==> src/rtl/ifu_fetch_ctrl_pkg.sv <==
// Shared types and constants for the instruction-fetch controller.
package ifu_fetch_ctrl_pkg;

  localparam int unsigned INST_WIDTH = 32;
  localparam int unsigned ADDR_WIDTH = 32;
  localparam int unsigned INST_BYTES = 4;
  localparam logic [ADDR_WIDTH-1:0] RESET_PC_DEFAULT = 32'h8000_0000;

  typedef enum logic [1:0] {
    BOOT  = 2'd0,
    RUN   = 2'd1,
    FLUSH = 2'd2
  } fetch_state_t;

  typedef struct packed {
    logic [ADDR_WIDTH-1:0] pc;
    logic [INST_WIDTH-1:0] inst;
  } fetch_entry_t;

  localparam int unsigned ENTRY_WIDTH = $bits(fetch_entry_t);

  // Sequential fetch address; wraps modulo 2^ADDR_WIDTH.
  function automatic logic [ADDR_WIDTH-1:0] next_pc(input logic [ADDR_WIDTH-1:0] pc);
    return pc + ADDR_WIDTH'(INST_BYTES);
  endfunction

endpackage

==> src/rtl/ifu_fetch_ctrl_if.sv <==
// Instruction-memory request/response channel between fetch (master) and IMem (slave).
interface ifu_fetch_ctrl_if;
  import ifu_fetch_ctrl_pkg::*;

  logic                  ioIMem_valid;
  logic                  ioIMem_ready;
  logic                  ioIMem_busy;
  logic [ADDR_WIDTH-1:0] ioIMem_pc;
  logic [INST_WIDTH-1:0] ioIMem_inst;

  modport master (
    output ioIMem_valid,
    output ioIMem_pc,
    input  ioIMem_ready,
    input  ioIMem_busy,
    input  ioIMem_inst
  );

  modport slave (
    input  ioIMem_valid,
    input  ioIMem_pc,
    output ioIMem_ready,
    output ioIMem_busy,
    output ioIMem_inst
  );

endinterface

==> src/rtl/ifu_fetch_ctrl_fetch_fifo.sv <==
// Small synchronous FIFO holding fetched {pc, inst} entries; clear drops all contents.
module fetch_fifo #(
  parameter int unsigned DEPTH = 2,
  parameter int unsigned WIDTH = 64
) (
  input  logic                         clk_i,
  input  logic                         rst_ni,
  input  logic                         clear_i,
  input  logic                         push_i,
  input  logic [WIDTH-1:0]             data_i,
  input  logic                         pop_i,
  output logic [WIDTH-1:0]             head_o,
  output logic [$clog2(DEPTH+1)-1:0]   count_o
);

  localparam int unsigned PTR_W = (DEPTH > 1) ? $clog2(DEPTH) : 1;
  localparam int unsigned CNT_W = $clog2(DEPTH + 1);

  logic [WIDTH-1:0] mem_q [DEPTH];
  logic [PTR_W-1:0] wr_ptr_q;
  logic [PTR_W-1:0] rd_ptr_q;
  logic [CNT_W-1:0] count_q;
  logic             do_push;
  logic             do_pop;

  assign do_pop  = pop_i && (count_q != '0);
  assign do_push = push_i && ((count_q != CNT_W'(DEPTH)) || do_pop);

  always_ff @(posedge clk_i or negedge rst_ni) begin
    if (!rst_ni) begin
      for (int i = 0; i < int'(DEPTH); i++) mem_q[i] <= '0;
      wr_ptr_q <= '0;
      rd_ptr_q <= '0;
      count_q  <= '0;
    end else if (clear_i) begin
      wr_ptr_q <= '0;
      rd_ptr_q <= '0;
      count_q  <= '0;
    end else begin
      if (do_push) begin
        mem_q[wr_ptr_q] <= data_i;
        wr_ptr_q        <= wr_ptr_q + PTR_W'(1);
      end
      if (do_pop) rd_ptr_q <= rd_ptr_q + PTR_W'(1);
      if (do_push != do_pop) count_q <= do_push ? count_q + CNT_W'(1) : count_q - CNT_W'(1);
    end
  end

  // The fetch credit scheme must never push into a full buffer.
  always @(posedge clk_i) begin
    if (rst_ni && !clear_i) begin
      assert (!(push_i && !do_push)) else $error("fetch_fifo: push into full buffer");
    end
  end

  assign head_o  = mem_q[rd_ptr_q];
  assign count_o = count_q;

endmodule

==> src/rtl/ifu_fetch_ctrl.sv <==
// Fetch controller: owns the PC, issues IMem reads under a FIFO credit limit,
// buffers returned words and handles redirect flushes.
module ifu_fetch_ctrl
  import ifu_fetch_ctrl_pkg::*;
#(
  parameter logic [ADDR_WIDTH-1:0] RESET_PC   = RESET_PC_DEFAULT,
  parameter int unsigned           FIFO_DEPTH = 2
) (
  input  logic                    clock,
  input  logic                    reset,
  ifu_fetch_ctrl_if.master        imem,
  input  logic                    redirect_valid,
  input  logic [ADDR_WIDTH-1:0]   redirect_pc,
  output logic                    out_valid,
  input  logic                    out_ready,
  output logic [ADDR_WIDTH-1:0]   out_pc,
  output logic [INST_WIDTH-1:0]   out_inst
);

  localparam int unsigned CNT_W = $clog2(FIFO_DEPTH + 1);

  fetch_state_t          state_q, state_d;
  logic [ADDR_WIDTH-1:0] pc_q, pc_d;
  logic [ADDR_WIDTH-1:0] pc_inflight_q, pc_inflight_d;
  logic                  inflight_q, inflight_d;
  logic                  discard_q, discard_d;

  logic [CNT_W-1:0]      count;
  logic [CNT_W-1:0]      occupancy;
  logic                  redirect_take;
  logic                  pop;
  logic                  push;
  logic                  req_valid;
  logic                  accept;
  fetch_entry_t          push_entry;
  fetch_entry_t          head_entry;
  logic                  unused_busy;

  assign unused_busy   = imem.ioIMem_busy;
  assign redirect_take = redirect_valid && (state_q != BOOT);
  assign pop           = out_valid && out_ready && !redirect_take;
  assign push          = inflight_q && !discard_q && !redirect_take;

  // Credit counts the slot freed by this cycle's pop, giving 1 instr/cycle at depth 2.
  assign occupancy = count - CNT_W'(pop) + CNT_W'(inflight_q);
  assign req_valid = (state_q == RUN) && !redirect_valid && (occupancy < CNT_W'(FIFO_DEPTH));
  assign accept    = req_valid && imem.ioIMem_ready;

  assign imem.ioIMem_valid = req_valid;
  assign imem.ioIMem_pc    = pc_q;

  always_comb begin
    state_d       = state_q;
    pc_d          = pc_q;
    pc_inflight_d = pc_inflight_q;
    inflight_d    = accept;
    discard_d     = 1'b0;
    case (state_q)
      BOOT:       state_d = RUN;
      RUN, FLUSH: state_d = redirect_take ? FLUSH : RUN;
      default:    state_d = BOOT;
    endcase
    if (redirect_take) begin
      pc_d      = redirect_pc;
      discard_d = inflight_d;
    end else if (accept) begin
      pc_d          = next_pc(pc_q);
      pc_inflight_d = pc_q;
    end
  end

  always_ff @(posedge clock or negedge reset) begin
    if (!reset) begin
      state_q       <= BOOT;
      pc_q          <= RESET_PC;
      pc_inflight_q <= '0;
      inflight_q    <= 1'b0;
      discard_q     <= 1'b0;
    end else begin
      state_q       <= state_d;
      pc_q          <= pc_d;
      pc_inflight_q <= pc_inflight_d;
      inflight_q    <= inflight_d;
      discard_q     <= discard_d;
    end
  end

  assign push_entry = '{pc: pc_inflight_q, inst: imem.ioIMem_inst};

  fetch_fifo #(
    .DEPTH (FIFO_DEPTH),
    .WIDTH (ENTRY_WIDTH)
  ) u_fetch_fifo (
    .clk_i   (clock),
    .rst_ni  (reset),
    .clear_i (redirect_take),
    .push_i  (push),
    .data_i  (push_entry),
    .pop_i   (pop),
    .head_o  (head_entry),
    .count_o (count)
  );

  assign out_valid = (count != '0);
  assign out_pc    = head_entry.pc;
  assign out_inst  = head_entry.inst;

endmodule

==> src/flat_wrapper.sv <==
// flat-port wrapper written by rule: the top's interface ports become plain ports
module ifu_fetch_ctrl_flat import ifu_fetch_ctrl_pkg::*;
#(
  parameter logic [ADDR_WIDTH-1:0] RESET_PC   = RESET_PC_DEFAULT,
  parameter int unsigned           FIFO_DEPTH = 2
)
  (clock, reset, redirect_valid, redirect_pc, out_valid, out_ready, out_pc, out_inst, imem_ioIMem_valid, imem_ioIMem_pc, imem_ioIMem_ready, imem_ioIMem_busy, imem_ioIMem_inst);
  ifu_fetch_ctrl_if imem_i ();
  input  logic clock;
  input  logic reset;
  input  logic redirect_valid;
  input  logic [ADDR_WIDTH-1:0] redirect_pc;
  output logic out_valid;
  input  logic out_ready;
  output logic [ADDR_WIDTH-1:0] out_pc;
  output logic [INST_WIDTH-1:0] out_inst;
  output wire logic [$bits(imem_i.ioIMem_valid)-1:0] imem_ioIMem_valid;
  output wire logic [$bits(imem_i.ioIMem_pc)-1:0] imem_ioIMem_pc;
  input wire logic [$bits(imem_i.ioIMem_ready)-1:0] imem_ioIMem_ready;
  input wire logic [$bits(imem_i.ioIMem_busy)-1:0] imem_ioIMem_busy;
  input wire logic [$bits(imem_i.ioIMem_inst)-1:0] imem_ioIMem_inst;
  assign imem_ioIMem_valid = imem_i.ioIMem_valid;
  assign imem_ioIMem_pc = imem_i.ioIMem_pc;
  assign imem_i.ioIMem_ready = imem_ioIMem_ready;
  assign imem_i.ioIMem_busy = imem_ioIMem_busy;
  assign imem_i.ioIMem_inst = imem_ioIMem_inst;
  ifu_fetch_ctrl #(.RESET_PC(RESET_PC), .FIFO_DEPTH(FIFO_DEPTH)) u_core (.clock(clock), .reset(reset), .imem(imem_i), .redirect_valid(redirect_valid), .redirect_pc(redirect_pc), .out_valid(out_valid), .out_ready(out_ready), .out_pc(out_pc), .out_inst(out_inst));
endmodule
==> config.mk <==
export PLATFORM = sky130hd
export DESIGN_NAME = ifu_fetch_ctrl_flat
export DESIGN_NICKNAME = d
export VERILOG_FILES = /design/src/rtl/ifu_fetch_ctrl_pkg.sv /design/src/rtl/ifu_fetch_ctrl_if.sv /design/src/rtl/ifu_fetch_ctrl_fetch_fifo.sv /design/src/rtl/ifu_fetch_ctrl.sv /design/src/flat_wrapper.sv
export SDC_FILE = /design/constraint.sdc
export NUM_CORES = 1
export LEC_CHECK = 0
export CORE_UTILIZATION = 40
export CTS_CLUSTER_DIAMETER = 50
export CTS_CLUSTER_SIZE = 30
export DETAILED_ROUTE_END_ITERATION = 8
export PLACE_DENSITY = 0.62
export REMOVE_ABC_BUFFERS = 1
export SYNTH_ARGS = -nofsm -noshare
export SYNTH_HDL_FRONTEND = slang
export SYNTH_HIERARCHICAL = 1
export SYNTH_SLANG_ARGS = --single-unit
==> constraint.sdc <==
create_clock -name clock -period 5.25 [get_ports clock]
set_input_delay 0.525 -clock clock [delete_from_list [all_inputs] [get_ports clock]]
set_output_delay 0.525 -clock clock [all_outputs]
set_load 0.05 [all_outputs]
After elaboration in Yosys (flattened, before gate mapping) --
Index checks and enable logic that the tools add are counted.
Cells by class: order comparisons 4, multiplexer cells 18, bitwise gates (word level) 3, add/subtract/negate cells 7, reductions and logical operators 25, equal/unequal tests 4
Operators by type and width (number):
- $mux W64 | 4
- $bwmux W128 | 1
- $demux W64 S1 | 1
- $mux W32 | 2
- $add A32 B3 Y32 const B | 1
- $reduce_bool A2 Y1 | 6
- $logic_and A1 B1 Y1 | 11
- $mux W2 | 4
- $mux W1 | 5
- $ge A2 B2 Y1 const B | 2
- $not A1 Y2 | 2
- $pmux W2 S2 | 1
- $reduce_and A2 Y1 | 2
- $logic_not A1 Y1 | 3
- $add A1 B1 Y1 const B | 2
- $add A2 B1 Y2 | 1
- $add A2 B1 Y2 const B | 1
- $eq A2 B1 Y1 const B | 1
- $eq A2 B2 Y1 const B | 1
- $logic_not A2 Y1 | 1
- $lt A2 B1 Y1 const B | 1
- $lt A2 B2 Y1 const B | 1
- $ne A2 B2 Y1 const B | 1
- $reduce_or A2 Y1 | 1
- other kinds (5) | 5
Word-level totals: register bits after elaboration 200, output and inout port bits 98

Depth between registers and ports, before layout --
Gate-level depths: netlist (run 1).
word-level depth 11, mapped depth 14, mapped depth without buffers 11

Modules after synthesis --
The synthesis (run 1) kept the hierarchy.
By module, submodules not included:
- fetch_fifo | times used 1, area an instance 5920.7 sq um, cells an instance 366
- ifu_fetch_ctrl | times used 1, area an instance 3503.4 sq um, cells an instance 400

Least setup slack after synthesis (run 1) --
No wires, ideal clock.
kind reg2reg, start point register u_core.state_q[0], end point register u_core.pc_q[28], in the netlist u_core/imem.ioIMem_pc[28], cell stages (with the launch flop) 13, setup time 0.131 ns, data required time 5.119 ns, period minus slack after synthesis 2.902 ns, slack 2.348 ns, path buffers 1, arrival time 2.771 ns, cell sequence dfrtp_1 > inv_1 > ha_1 > nand2b_1 > clkbuf_1 > and3_1 > ha_1 > nor2b_1 > xnor2_2 > nand2_1 > inv_1 > o21ai_0 > or3_1
Between the ends: longest elaborated chain between the ends 10
RTL lines:
- start, declared | RTL line ifu_fetch_ctrl.sv:22 | fetch_state_t state_q, state_d;
- start signal, assigned | RTL line ifu_fetch_ctrl.sv:80 | state_q <= state_d;
- $reduce_bool A2 Y1 | RTL line ifu_fetch_ctrl.sv:40 | assign redirect_take = redirect_valid && (state_q != BOOT);
- $logic_and A1 B1 Y1 | RTL line ifu_fetch_ctrl.sv:40
- $logic_not A1 Y1 | RTL line ifu_fetch_ctrl.sv:41 | assign pop = out_valid && out_ready && !redirect_take;
- $logic_and A1 B1 Y1 | RTL line ifu_fetch_ctrl.sv:41
- net u_core.pop | RTL line ifu_fetch_ctrl.sv:31 | logic pop;
- $sub A2 B1 Y2 | RTL line ifu_fetch_ctrl.sv:45 | assign occupancy = count - CNT_W'(pop) + CNT_W'(inflight_q);
- $add A2 B1 Y2 | RTL line ifu_fetch_ctrl.sv:45
- $lt A2 B2 Y1 | RTL line ifu_fetch_ctrl.sv:46 | assign req_valid = (state_q == RUN) && !redirect_valid && (occupancy < CNT_W'(FIFO_DEPTH));
- $logic_and A1 B1 Y1 | RTL line ifu_fetch_ctrl.sv:46
- net imem_ioIMem_valid | RTL line flat_wrapper.sv:17 | output wire logic [$bits(imem_i.ioIMem_valid)-1:0] imem_ioIMem_valid;
- $logic_and A1 B1 Y1 | RTL line ifu_fetch_ctrl.sv:47 | assign accept = req_valid && imem.ioIMem_ready;
- $reduce_bool A2 Y1 (no line)
- end signal, assigned | RTL line ifu_fetch_ctrl.sv:81 | pc_q <= pc_d;
- end, declared | RTL line ifu_fetch_ctrl.sv:23 | logic [ADDR_WIDTH-1:0] pc_q, pc_d;
The timed path passes the listed nets, and every way through them passes these cells. A chain may end at the register's enable or synchronous reset.

Worst setup path after layout (run 1) --
start point register u_core.u_fetch_fifo.count_q[1], in the netlist u_core/u_fetch_fifo/count_o[1], end point output port imem_ioIMem_valid
Between the ends: longest elaborated chain between the ends 7
RTL lines:
- start, declared | RTL line ifu_fetch_ctrl_fetch_fifo.sv:22 | logic [CNT_W-1:0] count_q;
- start signal, assigned | RTL line ifu_fetch_ctrl_fetch_fifo.sv:45 | if (do_push != do_pop) count_q <= do_push ? count_q + CNT_W'(1) : count_q - CNT_W'(1);
- $reduce_bool A2 Y1 | RTL line ifu_fetch_ctrl.sv:104 | assign out_valid = (count != '0);
- $logic_and A1 B1 Y1 (2 in series) | RTL line ifu_fetch_ctrl.sv:41
- net u_core.pop | RTL line ifu_fetch_ctrl.sv:31
- $sub A2 B1 Y2 | RTL line ifu_fetch_ctrl.sv:45
- $add A2 B1 Y2 | RTL line ifu_fetch_ctrl.sv:45
- $lt A2 B2 Y1 | RTL line ifu_fetch_ctrl.sv:46
- $logic_and A1 B1 Y1 | RTL line ifu_fetch_ctrl.sv:46
- end, declared | RTL line flat_wrapper.sv:17
The timed path passes the listed nets, and every way through them passes these cells.

==> flow_summary.ini, run 1 <==
[global_route]
global_route.usage.total = 0.191
grt_start_max_net_pins = 102
global_route.overflow_total = 0
grt_pass1_vias = 6541
grt_first_pass_wirelength_um = 36100
number_of_antenna_violations_at_the_first_check_in_global_routing = 0

[placement]
dp_hpwl_um = 13500
buffer_ports.inserted = 166
postPlaceCellArea_sq_mm = 0.0113
routabilityCongestion = 0.750

[routing]
routed_length_per_instance_um = 17.5
avgViaCountPerCell = 5.14
drt_drc_violations_left = 0
drtPass1Iterations = 4
drt_iter0_drc = 354
finalWirelength_um = 21800
ant_nets = 0
count_of_vias_placed_by_the_detailed_router = 6390

[yosys]
synth_top_family_by_area = multiplexers
yosys.area_share.adder = 0.00664
ys_seq_elements = 200
yosys.area_share.simple = 0.118
post_synth_xor_area_fraction = 0.00996
synthesis.instances = 766
post_synthesis_compound_gate_area_fraction = 0.0524
number_of_flops_mapped_to_enable_cells_by_yosys = 0
yosys_warnings = 6
synth_area_sq_mm = 0.00942
synth_mux_area_frac = 0.249
synth_top_area_frac = 0.528
syn_avg_cell_area_sq_um = 12.3
synth_area_leaders = sky130_fd_sc_hd__dfrtp_1, sky130_fd_sc_hd__mux2_2, sky130_fd_sc_hd__mux2_4, sky130_fd_sc_hd__nand2_1, sky130_fd_sc_hd__a221o_1
synth.yosys.seq_area_share = 0.531
synth_cell_types = 58
synth.largest_area_cell = sky130_fd_sc_hd__dfrtp_1
asyncSetResetFlopFracSynth = 1.00
ys_dominant_reg_cell = sky130_fd_sc_hd__dfrtp_1

[power_and_ir_drop]
cellLeakagePower_uw = 0.00551
powerDensity_mw_per_mm2 = 610
ir_worst_vdd_mv = 0.313

[setup_path]
critical_path.endpoint_type = output pin
timing.critical_path.from = u_core/u_fetch_fifo/count_o[1]$_DFFE_PN0P_
ff2ff_path_depth = 6
critPathArrivalTime_ps = 3340
worstReg2RegStart = u_core/u_fetch_fifo/count_o[1]$_DFFE_PN0P_
worstSetupPathType = register to output pin
timing.critical_path.from_type = register
cp_max_fo = 8
timing.critical_path.required_ps = 4720
worst_setup_path_endpoint = imem_ioIMem_valid
regToRegEndpoint = u_core/u_fetch_fifo/mem_q[96]$_DFFE_PN0P_
reg2reg_slack_ps = 1770

[clock_tree]
post_cts.repair.setup_buffers = 0
cts.path.max_buffers = 2
root_buffer = sky130_fd_sc_hd__clkbuf_16
tritoncts = done
clk_lat_worst_skew_ps = 430
clock_sinks = 200
htree_levels = 4
postCtsResizedCells = 0
cts_hold_buffers = 0
clock_transition_at_path_regs_ps = 70
cts_made_buffers = 17

[finish]
diodes = 0
fillers = 2061
final_layout_size_suffix_gt1_frac = 0.270
final_nets = 993
final_design_area_no_fill_sq_mm = 0.0119
area.growth.synth_to_final_pct = 26.3

[floorplanning]
floorplan.die.height_um = 155
boundaryPins = 168
die_outline_area_sq_mm = 0.0242
num_rows = 55
floorplan.die.width_um = 155
core-area_sq_mm = 0.0228
initial_utilization = 0.412

[sta]
hold_violations = 0
setup_tns_ps = 0
maxSlewHeadroom = 0.268
max_freq_ghz = 0.259
skew_ps = 11.3
finalSetupViolCount = 0
worst_slew_pin_slew_ps = 1090
finalMaxSlewViolations = 0
fin_crit_ps = 3860
post-route-period-util = 0.736
rsz0062_at_grt = no

[outcome]
outcome = finished clean

[run]
drv_cap = 0

[min_path]
hold_path_class = primary input to asynchronous set/reset pin
## sequential cells by signal, summed over array words and instances (netlist names)
signal and cells:
u_core/pc_inflight_q 32, u_core/imem.ioIMem_pc 32, u_core/state_q 2, u_core/inflight_q 1, u_core/u_fetch_fifo/rd_ptr_q 1, u_core/u_fetch_fifo/wr_ptr_q 1
u_core/u_fetch_fifo/count_o 2, u_core/u_fetch_fifo/mem_q 128, u_core/discard_q 1
## how the worst min path moves through the flow
stage	from	to	slack [ps]
4_1_cts	reset	u_core/u_fetch_fifo/mem_q[81]$_DFFE_PN0P_	200
6_report	reset	u_core/u_fetch_fifo/mem_q[90]$_DFFE_PN0P_	130
3_3_place_gp	u_core/u_fetch_fifo/mem_q[88]$_DFFE_PN0P_	u_core/u_fetch_fifo/mem_q[88]$_DFFE_PN0P_	480
5_1_grt	reset	u_core/u_fetch_fifo/mem_q[81]$_DFFE_PN0P_	180
2_1_floorplan	reset	u_core/discard_q$_DFF_PN0_	230
3_5_place_dp	u_core/imem.ioIMem_pc[0]$_DFFE_PN0P_	u_core/pc_inflight_q[0]$_DFFE_PN0P_	480
## worst max-delay path, stage by stage (launching register included)
cell,delay (ps)
sky130_fd_sc_hd__dfrtp_1,480
sky130_fd_sc_hd__or2_2,340
sky130_fd_sc_hd__and3_1,270
sky130_fd_sc_hd__ha_1,300
sky130_fd_sc_hd__nor2b_1,250
sky130_fd_sc_hd__xnor2_2,180
sky130_fd_sc_hd__nand2_1,140
sky130_fd_sc_hd__inv_1,120
sky130_fd_sc_hd__clkdlybuf4s50_1,850
## where the power goes
part           internal [uW]  switching, uW
clock network            683            615
logic                   1380           1980
registers               2110            487
## synthesized netlist by cell type, types with 2 or more instances
library cell / instances
sky130_fd_sc_hd__mux2_2: 143
sky130_fd_sc_hd__nor3_1: 8
sky130_fd_sc_hd__a31oi_1: 2
sky130_fd_sc_hd__nand4_1: 16
sky130_fd_sc_hd__and3_1: 9
sky130_fd_sc_hd__a221o_1: 11
sky130_fd_sc_hd__xor2_1: 6
sky130_fd_sc_hd__nor2b_1: 3
sky130_fd_sc_hd__and4_1: 3
sky130_fd_sc_hd__nor4_1: 6
sky130_fd_sc_hd__and2_1: 2
sky130_fd_sc_hd__or2_2: 3
sky130_fd_sc_hd__buf_1: 2
sky130_fd_sc_hd__inv_1: 14
sky130_fd_sc_hd__ha_1: 5
sky130_fd_sc_hd__clkbuf_1: 13
sky130_fd_sc_hd__nor3b_1: 4
sky130_fd_sc_hd__nand2b_1: 3
sky130_fd_sc_hd__a21oi_1: 12
sky130_fd_sc_hd__nand2_1: 120
sky130_fd_sc_hd__or3_1: 10
sky130_fd_sc_hd__a21o_1: 3
sky130_fd_sc_hd__o211ai_1: 10
sky130_fd_sc_hd__o21ai_0: 19
sky130_fd_sc_hd__dfrtp_1: 199
sky130_fd_sc_hd__mux2_4: 49
sky130_fd_sc_hd__buf_6: 7
sky130_fd_sc_hd__buf_2: 20
sky130_fd_sc_hd__nand3_1: 20
sky130_fd_sc_hd__nor2_1: 15
sky130_fd_sc_hd__inv_2: 2
## logic make-up (layout without fill, tap and decap cells)
kind of cell               count (synthesis)  in the layout
xor gates and xnor gates                   9              9
other                                      1              1
AOI/OAI and AO/OA                         70             70
muxes                                    192            192
and+or+nand+nor                          230            230
DFF                                      200            200
adders and majority gates                  5              5
buffers and inverters                     59            224
## metrics by stage
| stage | hold WS, ps | utilization | total power [uW] | cells | setup WS, ps |
|---|---|---|---|---|---|
| 2_1_floorplan | 229 | - | 4870 | 723 | 128 |
| 3_3_place_gp | 483 | 0.496 | 5960 | 1212 | 1490 |
| 5_1_grt | 181 | 0.521 | 7680 | 1244 | 1150 |
| 6_report | 128 | 0.521 | 7260 | 1244 | 1390 |
| 4_1_cts | 201 | 0.521 | 7340 | 1244 | 1360 |
| 3_5_place_dp | 484 | 0.496 | 6000 | 1212 | 1450 |
## placed cells by master, fill, tap and decap left out, types with 2 or more instances in the layout
master,count
sky130_fd_sc_hd__nand2b_1,3
sky130_fd_sc_hd__nand3_1,20
sky130_fd_sc_hd__clkinv_4,4
sky130_fd_sc_hd__inv_8,3
sky130_fd_sc_hd__inv_2,2
sky130_fd_sc_hd__nor3b_1,4
sky130_fd_sc_hd__or3_1,10
sky130_fd_sc_hd__a21oi_1,12
sky130_fd_sc_hd__nor2_1,15
sky130_fd_sc_hd__clkdlybuf4s50_1,165
sky130_fd_sc_hd__nor2b_1,3
sky130_fd_sc_hd__xor2_1,6
sky130_fd_sc_hd__nor3_1,8
sky130_fd_sc_hd__and2_1,2
sky130_fd_sc_hd__dfrtp_1,198
sky130_fd_sc_hd__or2_2,3
sky130_fd_sc_hd__clkbuf_8,2
sky130_fd_sc_hd__o21ai_0,19
sky130_fd_sc_hd__clkbuf_16,17
sky130_fd_sc_hd__nand2_1,120
sky130_fd_sc_hd__clkinvlp_4,2
sky130_fd_sc_hd__inv_1,14
sky130_fd_sc_hd__mux2_2,143
sky130_fd_sc_hd__buf_4,10
sky130_fd_sc_hd__and4_1,3
sky130_fd_sc_hd__mux2_4,49
sky130_fd_sc_hd__o211ai_1,10
sky130_fd_sc_hd__ha_1,5
sky130_fd_sc_hd__a21o_1,3
sky130_fd_sc_hd__a221o_1,11
sky130_fd_sc_hd__and3_1,9
sky130_fd_sc_hd__inv_6,2
sky130_fd_sc_hd__nand4_1,16
sky130_fd_sc_hd__nor4_1,6
sky130_fd_sc_hd__a31oi_1,2
## area by class of cell
type                       instances  area (sq um)  area share
clock buffer                      19           443      0.0372
tap                              313           392      0.0329
sequential                       200          5010       0.421
clock inverter                    13           136      0.0115
multi-input combinational        507          4120       0.346
timing repair buffer             176          1740       0.146
inverter                          16          60.1     0.00505
## per-layer routing
metal  routed length, um  share of wire  vias to the layer above  track usage
met3                1170          0.054                       15       0.0540
met1               10500           0.48                     3203        0.267
li1                    -              -                     3026            -
met4                 256          0.012                        0       0.0481
met2                9890           0.45                      146        0.292
met5                   0              0                        -            0
Power figures use the tool's default switching activity.
==> run 2, diff against run 1 <==
==> constraint.sdc (replaced) <==
create_clock -name clock -period 3.7 [get_ports clock]
set_input_delay 0.37 -clock clock [delete_from_list [all_inputs] [get_ports clock]]
set_output_delay 0.37 -clock clock [all_outputs]
set_load 0.05 [all_outputs]
==> run 2 against run 1 <==
- sequential power rose by 42%
- largest power group unchanged
- clock skew fell by 2.9 ps
- cell area rose by 1.3%
- largest cell class unchanged
==> flow_summary.ini, run 2 (synthesis results as in run 1) <==
[placement]
post-place-cells = 1219
dp_hpwl_um = 14200
pre_cts_slack_ps = 419
routabilityCongestion = 0.766
buffer_ports.inserted = 166

[routing]
finalWirelength_um = 22100
avgViaCountPerCell = 5.15
drt_drc_violations_left = 0
drtPass1Iterations = 4
route.layer.met1.wl_um = 10600
dr_wl_met2_um = 10300
top_layer_used = met4
wire_length_on_met3_um = 1010
count_of_vias_placed_by_the_detailed_router = 6443
routed_length_per_instance_um = 17.7
ant_nets = 0
drt_iter0_drc = 305

[power_and_ir_drop]
ir_worst_vdd_mv = 0.543
overall_power_uw = 10400
cellLeakagePower_uw = 0.00558
powerDensity_mw_per_mm2 = 867

[global_route]
global_route.usage.total = 0.189
grt_pass1_vias = 6518
grt_start_max_net_pins = 107
number_of_antenna_violations_at_the_first_check_in_global_routing = 0
global_route.overflow_total = 0
grt_first_pass_wirelength_um = 35800

[floorplanning]
floorplan.die.width_um = 155
floorplan.die.height_um = 155
core-area_sq_mm = 0.0228
initial_utilization = 0.412
num_rows = 55
boundaryPins = 168
die_outline_area_sq_mm = 0.0242

[min_path]
hold_path_class = primary input to register
hold_path.startpoint = redirect_pc[0]

[finish]
layout.cells.most_common_list = sky130_fd_sc_hd__dfrtp_1, sky130_fd_sc_hd__clkdlybuf4s50_1, sky130_fd_sc_hd__mux2_2
largest_register_ffs = 128
fillers = 2035
final_layout_size_suffix_gt1_frac = 0.276
diodes = 0
area.growth.synth_to_final_pct = 27.9
mostFrequentLayoutCell = sky130_fd_sc_hd__dfrtp_1
post_layout_instance_count_excluding_filler_cells = 1252
regMostFlops = u_core/u_fetch_fifo/mem_q
area_of_combinational_cells_with_multiple_inputs_sq_mm = 0.00412
storage_cell_area_sq_mm = 0.00501
final_nets = 1001

[setup_path]
timing.critical_path.required_ps = 3330
worstReg2RegStart = u_core/u_fetch_fifo/count_o[1]$_DFFE_PN0P_
timing.critical_path.from_type = register
worstSetupPathType = register to output pin
cp_max_fo = 8
critPathArrivalTime_ps = 2780
critical_path.endpoint_type = output pin
timing.critical_path.from = u_core/u_fetch_fifo/count_o[1]$_DFFE_PN0P_

[clock_tree]
tritoncts = done
clock_sinks = 200
clk_lat_worst_skew_ps = 430
cts_made_buffers = 17
cts.path.max_buffers = 2
htree_levels = 4
clock_transition_at_path_regs_ps = 70
root_buffer = sky130_fd_sc_hd__clkbuf_16

[sta]
timing.final.ws_setup_ps = 548
rsz0062_at_grt = no
finalSetupViolCount = 0
worst_slew_pin_slew_ps = 841
post-route-period-util = 0.852
maxSlewHeadroom = 0.435
max_freq_ghz = 0.317
fin_crit_ps = 3150
finalMaxSlewViolations = 0
skew_ps = 8.40
hold_violations = 0

[outcome]
outcome = finished clean

[run]
drv_cap = 0
## run 2: changes by cell type in the layout (fill, tap and decap cells not counted)
cell,before,now
sky130_fd_sc_hd__inv_8,3,2
sky130_fd_sc_hd__clkdlybuf4s50_1,165,164
sky130_fd_sc_hd__inv_6,2,6
sky130_fd_sc_hd__dlygate4sd3_1,0,1
sky130_fd_sc_hd__buf_4,10,12
sky130_fd_sc_hd__clkinvlp_4,2,1
sky130_fd_sc_hd__bufinv_16,1,2
sky130_fd_sc_hd__clkinv_4,4,1
sky130_fd_sc_hd__buf_12,0,6
## run 2: worst max-delay path, cell delays in order, from the launching register on
cell and delay, ps:
sky130_fd_sc_hd__dfrtp_1 480, sky130_fd_sc_hd__or2_2 330, sky130_fd_sc_hd__and3_1 270, sky130_fd_sc_hd__ha_1 310, sky130_fd_sc_hd__nor2b_1 270, sky130_fd_sc_hd__xnor2_2 180, sky130_fd_sc_hd__nand2_1 140, sky130_fd_sc_hd__inv_1 210
sky130_fd_sc_hd__buf_12 170
## run 2: layer usage
layer / GRT usage / vias up
li1: - / 3037
met1: 0.257 / 3252
met2: 0.305 / 140
met3: 0.0404 / 14
met4: 0.0532 / 0
met5: 0 / -
## run 2: metrics by stage
step	utilization	hold slack, ps	cell area [sq um]	TNS, ps
after floorplan	-	74.4	9180	-94430
after global placement	0.501	390	11400	0
after detailed placement	0.501	391	11400	0
after CTS	0.528	443	12100	0
after global routing	0.528	477	12100	0
final	0.528	463	12100	0
## run 2: cell type report
class,instances,share of cell area
clock buffer,19,0.0367
inverter,16,0.00498
clock inverter,13,0.0130
timing repair buffer,184,0.156
multi-input combinational,507,0.342
sequential,200,0.415
tap,313,0.0325
## run 2: path summary, 6_finish.rpt
path | endpoint | slack (ps) | cells after the start
max in group asynchronous | u_core/u_fetch_fifo/mem_q[94]$_DFFE_PN0P_ | 2250 | 3
min | u_core/imem.ioIMem_pc[0]$_DFFE_PN0P_ | 460 | 3
min reg2reg | u_core/pc_inflight_q[19]$_DFFE_PN0P_ | 500 | 2
min in group asynchronous | u_core/u_fetch_fifo/mem_q[86]$_DFFE_PN0P_ | 480 | 2
max reg2reg | u_core/imem.ioIMem_pc[18]$_DFFE_PN0P_ | 560 | 9
max | imem_ioIMem_valid | 550 | 8
## run 2: power by group
part | internal [uW] | switching, uW | leakage, uW | total, uW
Clock | 1040 | 887 | 0.000294 | 1930
Combinational | 2000 | 2830 | 0.00268 | 4830
Sequential | 3000 | 696 | 0.00261 | 3690
## run 2: timing repair
| action | in CTS | in global routing |
|---|---|---|
| gates resized for setup | 0 | 0 |
| hold buffers | 1 | 0 |
| setup buffers | 0 | 0 |
| hold endpoints to repair | 58 | 0 |
